### config.mk
export PLATFORM = sky130hd
export DESIGN_NAME = axis_stall_detector
export DESIGN_NICKNAME = d
export VERILOG_FILES = /design/src/rtl/axis_stall_detector_pkg.sv /design/src/rtl/axis_stall_chan.sv /design/src/rtl/axis_stall_detector.sv
export SDC_FILE = /design/constraint.sdc
export NUM_CORES = 1
export LEC_CHECK = 0
export BUFFER_PORTS_ARGS = -buffer_cell sky130_fd_sc_hd__clkbuf_2
export CAP_MARGIN = 20
export CORE_AREA = 2 2 103 105
export DETAILED_ROUTE_END_ITERATION = 8
export DIE_AREA = 0 0 105 107
export HOLD_SLACK_MARGIN = 0.15
export SYNTH_ARGS = -nofsm -noshare
export SYNTH_HDL_FRONTEND = slang
export SYNTH_SLANG_ARGS = --single-unit
### constraint.sdc
create_clock -name clock -period 2.2 [get_ports clock]
set_input_delay 0.11 -clock clock [delete_from_list [all_inputs] [get_ports clock]]
set_output_delay 0.11 -clock clock [all_outputs]
set_load 0.005 [all_outputs]
### src/rtl/axis_stall_detector_pkg.sv
// Shared types and default constants for the AXI-stream stall detector.
package axis_stall_detector_pkg;

  typedef enum logic [1:0] {
    IDLE    = 2'd0,
    STALL   = 2'd1,
    BLOCKED = 2'd2
  } chan_state_e;

  localparam int DEF_NUM_CH      = 4;
  localparam int DEF_STALL_LIMIT = 8;
  localparam int DEF_CNT_W       = 16;

endpackage

### src/rtl/axis_stall_chan.sv
// Per-channel stall tracker: IDLE/STALL/BLOCKED FSM plus a consecutive-stall counter.
module axis_stall_chan
  import axis_stall_detector_pkg::*;
#(
  parameter int STALL_LIMIT = DEF_STALL_LIMIT,
  parameter int CNT_W       = DEF_CNT_W
) (
  input  logic clock,
  input  logic reset,
  input  logic enable,
  input  logic is_input,
  input  logic tvalid,
  input  logic tready,
  output logic blocked,
  output logic stalling
);

  localparam logic [CNT_W-1:0] LIMIT = CNT_W'(STALL_LIMIT);

  chan_state_e      state_q, state_d;
  logic [CNT_W-1:0] cnt_q, cnt_d;
  logic [CNT_W-1:0] cnt_inc;
  logic             stall;

  // A consumer stalls when it is ready but starved; a producer stalls when it offers data nobody takes.
  assign stall   = is_input ? (tready & ~tvalid) : (tvalid & ~tready);
  assign cnt_inc = cnt_q + CNT_W'(1);

  // Next-state and counter: any non-stall cycle or disabled monitoring collapses back to IDLE.
  always_comb begin
    state_d = state_q;
    cnt_d   = cnt_q;
    if (!enable || !stall) begin
      state_d = IDLE;
      cnt_d   = '0;
    end else begin
      unique case (state_q)
        IDLE: begin
          state_d = STALL;
          cnt_d   = CNT_W'(1);
        end
        STALL: begin
          cnt_d = cnt_inc;
          if (cnt_inc == LIMIT) state_d = BLOCKED;
        end
        BLOCKED: cnt_d = LIMIT;  // saturated while blocked
        default: begin
          state_d = IDLE;
          cnt_d   = '0;
        end
      endcase
    end
  end

  // State and counter registers.
  always_ff @(posedge clock) begin
    if (reset) begin
      state_q <= IDLE;
      cnt_q   <= '0;
    end else begin
      state_q <= state_d;
      cnt_q   <= cnt_d;
    end
  end

  assign blocked  = (state_q == BLOCKED);
  assign stalling = (state_q != IDLE);

endmodule

### src/rtl/axis_stall_detector.sv
// Multi-channel AXI-stream stall detector: per-channel trackers, stall_any reduction and first-block capture.
module axis_stall_detector
  import axis_stall_detector_pkg::*;
#(
  parameter int NUM_CH      = DEF_NUM_CH,
  parameter int STALL_LIMIT = DEF_STALL_LIMIT,
  parameter int CNT_W       = DEF_CNT_W
) (
  input  logic                      clock,
  input  logic                      reset,
  input  logic                      enable,
  input  logic                      clear,
  input  logic [NUM_CH-1:0]         ch_is_input,
  input  logic [NUM_CH-1:0]         tvalid,
  input  logic [NUM_CH-1:0]         tready,
  output logic [NUM_CH-1:0]         axis_block_sigs,
  output logic                      stall_any,
  output logic                      first_block_valid,
  output logic [$clog2(NUM_CH)-1:0] first_block_ch
);

  localparam int CH_W = $clog2(NUM_CH);

  logic [NUM_CH-1:0] stalling;
  logic              fbv_q, fbv_d;
  logic [CH_W-1:0]   fbch_q, fbch_d;
  logic [CH_W-1:0]   lowest;

  for (genvar g = 0; g < NUM_CH; g++) begin : g_ch
    axis_stall_chan #(
      .STALL_LIMIT (STALL_LIMIT),
      .CNT_W       (CNT_W)
    ) u_chan (
      .clock    (clock),
      .reset    (reset),
      .enable   (enable),
      .is_input (ch_is_input[g]),
      .tvalid   (tvalid[g]),
      .tready   (tready[g]),
      .blocked  (axis_block_sigs[g]),
      .stalling (stalling[g])
    );
  end

  assign stall_any = |stalling;

  // Priority encoder: lowest-index blocked channel wins.
  always_comb begin
    lowest = '0;
    for (int i = NUM_CH - 1; i >= 0; i--) begin
      if (axis_block_sigs[i]) lowest = CH_W'(i);
    end
  end

  // First-block capture: sticky until clear, and clear beats a same-cycle capture.
  always_comb begin
    fbv_d  = fbv_q;
    fbch_d = fbch_q;
    if (clear) begin
      fbv_d  = 1'b0;
      fbch_d = '0;
    end else if (!fbv_q && |axis_block_sigs) begin
      fbv_d  = 1'b1;
      fbch_d = lowest;
    end
  end

  // Capture registers.
  always_ff @(posedge clock) begin
    if (reset) begin
      fbv_q  <= 1'b0;
      fbch_q <= '0;
    end else begin
      fbv_q  <= fbv_d;
      fbch_q <= fbch_d;
    end
  end

  assign first_block_valid = fbv_q;
  assign first_block_ch    = fbch_q;

endmodule

==> run_results.csv, run 1 <==
group,metric,value,unit
layout,area_growth_syn_to_layout,13.8,%
setup_path,cp-end-kind,"register",
setup_path,worstReg2RegEnd,"g_ch[3].u_chan.state_q[1]",
layout,drive_gt1_frac,0.129,
clock_network,cts_buffer_depth,2,
place,io_buffers,23,
power_and_ir_drop,power_frac_comb,0.016,
global_routing,grt_pass1_wl,14.5,mm
logic_synthesis,syn_area_per_cell,8.49,sq um
logic_synthesis,netlist_area,3960,sq um
setup_path,worstRegToRegCells,6,
clock_network,cts_sinks,75,
sta,hold_viol,0,
sta,setup_tns,0,ps
sta,setup_viol,0,
detailed_routing,wirelength,8.38,mm
clock_network,clkTransAtPathRegs,80,ps
outcome,status,"finished clean",
place,dp_hpwl,6.08,mm
sta,fin_crit_sh,0.927,
setup_path,critPathLaunchType,"register",
global_routing,grt_max_degree,14,
logic_synthesis,syn_inst,467,
detailed_routing,via_per_inst,5.32,
clock_network,clock_tree.root_cell,"clkbuf_8",
logic_synthesis,yosysTopAreaCellShare,0.379,
floorplan,core,10100,sq um
logic_synthesis,seq_area_frac_synth,0.379,
layout,fillers,1030,
hold_path,hold_depth,4,
power_and_ir_drop,internal_power,0.00225,W
logic_synthesis,synth_cell_types,64,
hold_path,hold-path-endpoint,"g_ch[2].u_chan.cnt_q[3]",
sta,min_period,2040,ps
detailed_routing,drc,0,
hold_path,worstHoldStart,"ch_is_input[2]",
logic_synthesis,synth_seq_cells,75,
sta,drv_slew,0,
floorplan,start_util,0.393,
floorplan,rows,37,
global_routing,antenna_found_initial,0,
logic_synthesis,syn-num-nets,487,
hold_path,hold_path.class,"primary input to register",
power_and_ir_drop,p_switching,0.000533,W
clock_network,clock_latency,350,ps
place,gp_congestion,0.825,
power_and_ir_drop,power-per-cell-area,618,nW/um^2
layout,diodes,0,
power_and_ir_drop,p_clk_frac,0.493,
power_and_ir_drop,ir_drop,0.294,mV
setup_path,cp.arrival,2330,ps
power_and_ir_drop,p_total,0.00279,W
power_and_ir_drop,pwr-share-seq,0.491,
sta,max_freq,490,MHz
setup_path,slowest_stage,"or4_4",
detailed_routing,drtIter0Drc,120,
global_routing,overflow,0,
logic_synthesis,synthTopCellsByArea,"dfxtp_1 (38%), xnor2_1 (9.5%), nor2_1 (6.6%)",
detailed_routing,vias,3369,
clock_network,cts_tree,"yes",
detailed_routing,avgRoutedWirePerCell,13.2,um
global_routing,grt_usage,0.158,
logic_synthesis,ys_async_sr_fraction,0,
layout,postLayoutCoreUtil,0.447,
layout,mostFrequentLayoutCell,"dfxtp_1",
sta,worst_pin_slew,669,ps
sta,clock_skew,13.1,ps
setup_path,r2r_start,"g_ch[3].u_chan.cnt_q[0]",
logic_synthesis,synth_flop_cell,"dfxtp_1",
power_and_ir_drop,leakagePower,1.54,nW
setup_path,crit_fanout,5,
detailed_routing,firstDrtPassIters,4,
floorplan,die_w,105,um
setup_path,ff2ff_setup_slack,160,ps
layout,final_cell_mix,"dfxtp_1 (75), nor2_1 (70), xnor2_1 (43), nand2_1 (33), nand3_1 (24)",
job,drv_cap,0,
clock_network,h-tree-depth,3,
setup_path,crit_chain,"ha_1, nand4_2, or4_4, mux2i_1, nor4b_2, a41o_1",
logic_synthesis,synth-edff-count,0,
global_routing,grt_pass1_vias,3084,
setup_path,worst_ep_required_time,2490,ps
floorplan,ios,24,
sta,rsz0062_at_grt,"false",
sta,slew_headroom,0.548,
logic_synthesis,ys_warn_count,0,
logic_synthesis,synth_largest_area_cell,"dfxtp_1",
setup_path,path_class,"register to register",
detailed_routing,drtAntennaViolNets,0,
layout,nNetsFinal,512,
floorplan,die_area,11200,sq um
clock_network,cts-buffers-inserted,9,
setup_path,max_stage_delay,520,ps
power_and_ir_drop,power.share.switching,0.191,
floorplan,die_y,107,um
[cell families (layout without fill, tap and decap cells)]
family                   after synthesis  count (layout)  synth area share
buffers and inverters                 25              55            0.0322
adder cells (fa/ha/maj)                4               4            0.0126
flip-flops                            75              75             0.379
XOR/XNOR                              63              63             0.139
AND/OR/NAND/NOR                      241             241             0.328
AO/OA/AOI/OAI                         55              55            0.0985
multiplexers                           4               4            0.0104
[power by group through the flow]
stage / logic [W] / registers, W / clock network, W
6_report: 0.0000455 / 0.00137 / 0.00137
4_1_cts: 0.0000457 / 0.00137 / 0.00142
2_1_floorplan: 0.0000187 / 0.00140 / 0
3_3_place_gp: 0.0000418 / 0.00140 / 0
3_5_place_dp: 0.0000428 / 0.00140 / 0
5_1_grt: 0.0000509 / 0.00137 / 0.00147
[cell usage after synthesis (all sizes together) (4+ instances only)]
cell / number
dfxtp: 75
buf: 12
a21boi: 7
nand2b: 4
nand2: 34
a21oi: 10
o21a: 5
nand3: 25
and2: 4
and3: 13
inv: 5
a31oi: 4
nand4: 19
clkbuf: 8
nor3: 17
o21ai: 7
xor2: 20
nor2b: 5
xnor2: 43
nor2: 70
ha: 4
nand3b: 5
or2: 4
and4: 6
nor4: 16
[critical path, delay by kind of cell, from the launching register on]
kind	cells	cell delay, ps
adder cells (fa/ha/maj)	1	260
AND/OR/NAND/NOR	3	960
flip-flops	1	420
multiplexers	1	150
AO/OA/AOI/OAI	1	200
[timing repair]
item | in CTS | in global routing
endpoints found under the hold margin | 3 | 0
resized for setup | 0 | 6
buffers inserted | 0 | 1
endpoints found under the setup margin | 0 | 17
hold buffers | 3 | 0
[state kept, by name (all words and copies together), names as in the netlist]
name                 cells
g_ch.u_chan.cnt_q       64
g_ch.u_chan.state_q      8
first_block_ch           2
first_block_valid        1
[per-layer routing]
metal	vias up	wire (um)	GRT usage
li1	1719	-	-
met1	1607	4080	0.206
met2	38	3930	0.259
met3	5	283	0.0432
met4	0	81	0.0419
met5	-	0	0
[area by class of cell]
| class | count | area [sq um] | share of cell area |
|---|---|---|---|
| multi-input cells | 367 | 2360 | 0.523 |
| well taps | 136 | 170 | 0.0377 |
| clock inverters | 5 | 125 | 0.0277 |
| flip-flops and latches | 75 | 1500 | 0.333 |
| inverters | 5 | 18.8 | 0.00416 |
| clock buffers | 11 | 131 | 0.0291 |
| repair buffers | 34 | 205 | 0.0455 |
[how the worst max path moves through the flow]
stage,slack (ps),endpoint,cells past startpoint,from
after CTS,60,g_ch[3].u_chan.state_q[1],6,g_ch[3].u_chan.cnt_q[0]
after global placement,140,g_ch[3].u_chan.state_q[1],6,g_ch[3].u_chan.cnt_q[0]
after floorplan,210,g_ch[3].u_chan.state_q[1],6,g_ch[3].u_chan.cnt_q[0]
final,160,g_ch[3].u_chan.state_q[1],6,g_ch[3].u_chan.cnt_q[0]
after detailed placement,70,g_ch[3].u_chan.state_q[1],6,g_ch[3].u_chan.cnt_q[0]
after global routing,50,g_ch[3].u_chan.state_q[0],6,g_ch[3].u_chan.cnt_q[0]
[per-stage QoR]
step	setup WS [ps]	area (sq um)	hold slack, ps	std cells
finish	161	4510	171	633
global route	53.1	4510	193	633
CTS	62.2	4480	156	632
detailed placement	73.5	4190	323	613
global placement	137	4190	319	613
floorplan	208	3960	183	467
Note: power is estimated with default switching activity, not from simulation.
==> run 2, diff against run 1 <==
Settings changed: CORE_AREA 2 2 103 105 to 2 2 98 110, DIE_AREA 0 0 105 107 to 0 0 100 112, MAX_ROUTING_LAYER set to met4.
==> run_results.csv, run 2 (synthesis gave the netlist of run 1 again) <==
group,metric,value,unit
global_routing,use_met2,0.256,
floorplan,die_y,112,um
global_routing,overflow,0,
sta,drv_slew,0,
sta,worst_pin_slew,596,ps
detailed_routing,drtIter0Drc,127,
global_routing,met3_usage,0.0358,
sta,setup_viol,0,
clock_network,cts-buffers-inserted,9,
floorplan,rows,39,
setup_path,crit_fanout,5,
detailed_routing,drc,0,
global_routing,busiest_layer,"met2",
sta,hold_viol,0,
global_routing,grt_pass1_vias,3192,
setup_path,ff2ff_setup_slack,170,ps
clock_network,cts_tree,"yes",
sta,clock_skew,6.83,ps
clock_network,clock_latency,340,ps
layout,drive_gt1_frac,0.131,
setup_path,critPathLaunchType,"register",
place,gp_congestion,0.826,
place,dp_hpwl,5.98,mm
floorplan,die_area,11200,sq um
outcome,status,"finished clean",
clock_network,cts_sinks,75,
layout,diodes,0,
setup_path,cp.arrival,2310,ps
setup_path,crit_path_end,"g_ch[3].u_chan.state_q[1]",
power_and_ir_drop,leakagePower,1.58,nW
setup_path,worstReg2RegEnd,"g_ch[3].u_chan.state_q[1]",
sta,max_freq,493,MHz
global_routing,met1_usage,0.206,
detailed_routing,avgRoutedWirePerCell,13.5,um
clock_network,clock_tree.root_cell,"clkbuf_16",
detailed_routing,firstDrtPassIters,4,
setup_path,crit_path_start,"g_ch[3].u_chan.cnt_q[0]",
power_and_ir_drop,power-per-cell-area,678,nW/um^2
detailed_routing,vias,3343,
global_routing,grt_max_degree,14,
detailed_routing,wirelength,8.35,mm
global_routing,antenna_found_initial,0,
layout,area_growth_syn_to_layout,15.7,%
job,drv_cap,0,
clock_network,h-tree-depth,3,
global_routing,grt_usage,0.165,
setup_path,worst_ep_required_time,2480,ps
setup_path,path_class,"register to register",
setup_path,worstRegToRegCells,6,
floorplan,ios,24,
global_routing,grt_pass1_wl,14.5,mm
floorplan,start_util,0.390,
clock_network,cts_buffer_depth,2,
clock_network,clkTransAtPathRegs,60,ps
setup_path,r2r_start,"g_ch[3].u_chan.cnt_q[0]",
sta,min_period,2030,ps
hold_path,hold_path.class,"primary input to register",
sta,fin_crit_sh,0.923,
detailed_routing,drtAntennaViolNets,0,
sta,setup_tns,0,ps
layout,mostFrequentLayoutCell,"dfxtp_1",
place,io_buffers,23,
floorplan,die_w,100,um
detailed_routing,via_per_inst,5.39,
layout,nNetsFinal,512,
place,dpl.cell_count,601,
sta,slew_headroom,0.598,
floorplan,core,10100,sq um
layout,largest_reg_flops,64,
layout,final_cells,620,
setup_path,cp-end-kind,"register",
power_and_ir_drop,ir_drop,0.525,mV
layout,postLayoutCoreUtil,0.452,
layout,largest_register,"g_ch.u_chan.cnt_q",
layout,final_cell_mix,"dfxtp_1 (75), nor2_1 (70), xnor2_1 (43), nand2_1 (34), nand3_1 (24)",
## run 2: cell type report
cell class / count / area (sq um)
fillers: 993 / 5570
multi-input cells: 367 / 2360
flip-flops and latches: 75 / 1500
clock buffers: 11 / 243
repair buffers: 34 / 205
well taps: 123 / 154
clock inverters: 5 / 100
inverters: 5 / 18.8
## run 2: critical path, cell delays in order (launching register included)
cell and delay [ps]:
dfxtp_1 400, ha_1 270, nand4_2 110, or4_4 510
mux2i_1 160, nor4b_2 330, a41o_1 200
## run 2: worst min-delay path by stage
stage	startpoint	end	slack [ps]	cells past startpoint
after global placement	clear	first_block_valid	320	2
after global routing	ch_is_input[2]	g_ch[2].u_chan.cnt_q[3]	230	4
final	ch_is_input[2]	g_ch[2].u_chan.cnt_q[3]	200	4
after detailed placement	clear	first_block_valid	330	2
after CTS	ch_is_input[2]	g_ch[2].u_chan.cnt_q[3]	200	4
after floorplan	reset	first_block_valid	180	1
## run 2: repair_timing
action                                 4_1_cts  5_1_grt
hold buffers                                 3        0
endpoints found under the hold margin        3        0
setup endpoints to repair                    0       23
buffers inserted                             0        0
gates resized for setup                      0        6
## run 2: layer usage
| metal | wire, um | vias up |
|---|---|---|
| met4 | 128 | 0 |
| met3 | 267 | 9 |
| met1 | 4000 | 1556 |
| li1 | - | 1717 |
| met5 | 0 | - |
| met2 | 3960 | 61 |
## run 2: where the power goes
| part | switching [W] | total, W | leakage, nW | internal, W |
|---|---|---|---|---|
| Combinational | 0.0000200 | 0.0000451 | 0.806 | 0.0000251 |
| Clock | 0.000557 | 0.00169 | 0.169 | 0.00113 |
| Sequential | 0.00000655 | 0.00137 | 0.604 | 0.00136 |
## run 2: stage by stage
stage          setup slack (ps)  hold WS, ps  total power [W]  area [sq um]
6_report                    170          200          0.00311          4580
5_1_grt                   -1.08          235          0.00320          4580
4_1_cts                    70.0          198          0.00314          4560
3_5_place_dp               91.4          327          0.00144          4180
3_3_place_gp                153          316          0.00144          4180
2_1_floorplan               208          183          0.00142          3960
==> run 3, diff against run 2 <==
Settings changed: ABC_AREA set to 1, CORE_AREA 2 2 98 110 to 2 2 99 111, DIE_AREA 0 0 100 112 to 0 0 101 113, REMOVE_ABC_BUFFERS set to 1.
==> run_results.csv, run 3 <==
group,metric,value,unit
clock_network,cts-buffers-inserted,9,
logic_synthesis,syn_area_per_cell,6.39,sq um
floorplan,start_util,0.395,
logic_synthesis,synth_xor_area_frac,0.0195,
layout,multi_input_area,2170,sq um
layout,largest_reg_flops,64,
floorplan,core,10200,sq um
layout,mostFrequentLayoutCell,"nand2_1",
logic_synthesis,synth_top_family_by_area,"simple AND/OR/NAND/NOR gates",
logic_synthesis,synthTopCellsByArea,"dfxtp_1 (37%), nand2_1 (16%), nor2_1 (9.9%)",
logic_synthesis,syn_inst,634,
clock_network,clock_latency,340,ps
layout,largest_register,"g_ch.u_chan.cnt_q",
detailed_routing,drtAntennaViolNets,0,
setup_path,crit_buf_inv,1,
sta,setup_tns,0,ps
layout,diodes,0,
sta,setup_viol,0,
setup_path,worst_ep_required_time,2440,ps
logic_synthesis,seq_area_frac_synth,0.371,
detailed_routing,wirelength,8.77,mm
sta,clock_skew,6.07,ps
hold_path,hold_path.class,"primary input to register",
logic_synthesis,synth-compound-area-share,0.0686,
clock_network,cts_setup_buffers,0,
layout,drive_gt1_frac,0.105,
power_and_ir_drop,leakagePower,1.84,nW
setup_path,critPathLaunchType,"register",
detailed_routing,vias,3848,
detailed_routing,drtIter0Drc,108,
clock_network,h-tree-depth,3,
clock_network,cts_buffer_depth,2,
floorplan,die_y,113,um
global_routing,busiest_layer,"met2",
logic_synthesis,synth_fa_ha_area_frac,0.0124,
clock_network,cts_tree,"yes",
detailed_routing,avgRoutedWirePerCell,11.1,um
logic_synthesis,ys_top_cells_by_count,"nand2_1 (173), nor2_1 (107), inv_1 (86), dfxtp_1 (75), nand3_1 (56)",
setup_path,cp.arrival,1910,ps
global_routing,overflow,0,
global_routing,grt_pass1_vias,3643,
global_routing,grt_pass1_wl,15.1,mm
clock_network,cts_sinks,75,
sta,fin_crit_sh,0.761,
sta,drv_slew,0,
global_routing,grt_max_degree,16,
power_and_ir_drop,power-per-cell-area,613,nW/um^2
logic_synthesis,synth_cell_types,31,
setup_path,max_stage_delay,370,ps
sta,min_period,1670,ps
layout,seqCellArea,1500,sq um
setup_path,crit_family,"simple AND/OR/NAND/NOR gates",
logic_synthesis,synth_largest_area_cell,"dfxtp_1",
setup_path,crit_fanout,6,
layout,final_cell_mix,"nand2_1 (173), nor2_1 (107), inv_1 (86), dfxtp_1 (75), nand3_1 (56)",
job,drv_cap,0,
logic_synthesis,synth_seq_cells,75,
place,gp_congestion,0.895,
layout,fin_area,4580,sq um
global_routing,antenna_found_initial,0,
place,io_buffers,23,
floorplan,die_w,101,um
detailed_routing,firstDrtPassIters,4,
global_routing,use_met2,0.275,
detailed_routing,drc,0,
layout,postLayoutCoreUtil,0.447,
logic_synthesis,netlist_area,4050,sq um
layout,area_growth_syn_to_layout,13.1,%
floorplan,rows,39,
outcome,status,"finished clean",
logic_synthesis,synth-edff-count,0,
place,dp_hpwl,6.75,mm
logic_synthesis,synth_most_common_cell,"nand2_1",
sta,worst_pin_slew,552,ps
setup_path,path_class,"register to register",
global_routing,met3_usage,0.0272,
logic_synthesis,ys_async_sr_fraction,0,
clock_network,clock_tree.root_cell,"clkbuf_16",
sta,max_freq,597,MHz
sta,hold_viol,0,
logic_synthesis,synth_simple_gate_area_share,0.436,
logic_synthesis,synth.mux.area_fraction,0,
layout,nNetsFinal,683,
floorplan,die_area,11400,sq um
layout,fillers,1069,
clock_network,clkTransAtPathRegs,60,ps
logic_synthesis,synth_flop_cell,"dfxtp_1",
global_routing,grt_usage,0.168,
place,placed_area,4270,sq um
setup_path,cp-end-kind,"register",
detailed_routing,via_per_inst,4.86,
global_routing,met1_usage,0.196,
logic_synthesis,ys_warn_count,0,
floorplan,ios,24,
setup_path,slowest_stage,"dfxtp_1",
power_and_ir_drop,ir_drop,0.407,mV
logic_synthesis,yosysTopAreaCellShare,0.371,
setup_path,crit_chain,"ha_1, nand2_1, nor2_4, nand2_2, xor2_1, nand3_1, nor2_1, nand3_1, nand2_1, inv_1",
sta,rsz0062_at_grt,"false",
sta,slew_headroom,0.631,
[run 3: routing by layer]
| layer | up-vias | part of all wire |
|---|---|---|
| li1 | 2063 | - |
| met1 | 1716 | 0.48 |
| met2 | 54 | 0.47 |
| met3 | 15 | 0.031 |
| met4 | 0 | 0.022 |
| met5 | - | 0 |
[run 3: worst paths after layout]
kind,to,slack [ps],startpoint,cells after the start
hold reg to reg,g_ch[2].u_chan.cnt_q[0],470,g_ch[2].u_chan.cnt_q[0],1
hold / removal,g_ch[3].u_chan.state_q[1],160,ch_is_input[3],5
setup / recovery,g_ch[1].u_chan.state_q[0],530,g_ch[1].u_chan.cnt_q[0],10
setup reg to reg,g_ch[1].u_chan.state_q[0],530,g_ch[1].u_chan.cnt_q[0],10
[run 3: worst min-delay path, delay by kind of cell]
| kind | cells | cell delay, ps |
|---|---|---|
| AO/OA/AOI/OAI | 1 | 60 |
| buffers and inverters | 1 | 80 |
| AND/OR/NAND/NOR | 3 | 220 |
[run 3: area by class of cell]
class,count,share of cell area
multi-input combinational,463,0.474
sequential,75,0.328
timing repair buffer,26,0.0317
inverter,88,0.0721
tap,123,0.0336
clock inverter,6,0.00874
clock buffer,10,0.0522
[run 3: timing repair]
| item | in CTS | in global routing |
|---|---|---|
| hold buffers | 3 | 0 |
| resized for setup | 0 | 0 |
| endpoints found under the setup margin | 0 | 0 |
| endpoints found under the hold margin | 5 | 0 |
[run 3: logic make-up (layout without fill, tap and decap cells)]
| family | after synthesis | after routing |
|---|---|---|
| AND/OR/NAND/NOR | 400 | 400 |
| XOR/XNOR | 9 | 9 |
| flip-flops | 75 | 75 |
| adder cells (fa/ha/maj) | 4 | 4 |
| buffers and inverters | 96 | 130 |
| AO/OA/AOI/OAI | 50 | 50 |
[run 3: through the flow]
step	instances	hold WS (ps)	setup slack, ps	total power [W]
after floorplan	626	294	699	0.00143
after global placement	772	426	567	0.00145
after detailed placement	772	436	535	0.00146
after CTS	791	150	511	0.00284
after global routing	791	177	288	0.00291
final	791	160	526	0.00281
[run 3: power by group]
group	leakage, nW	switching (W)	total [W]	internal, W
registers	0.605	0.00000749	0.00137	0.00136
logic	1.09	0.0000309	0.0000572	0.0000263
clock network	0.139	0.000587	0.00138	0.000794
total	1.84	0.000625	0.00281	0.00218
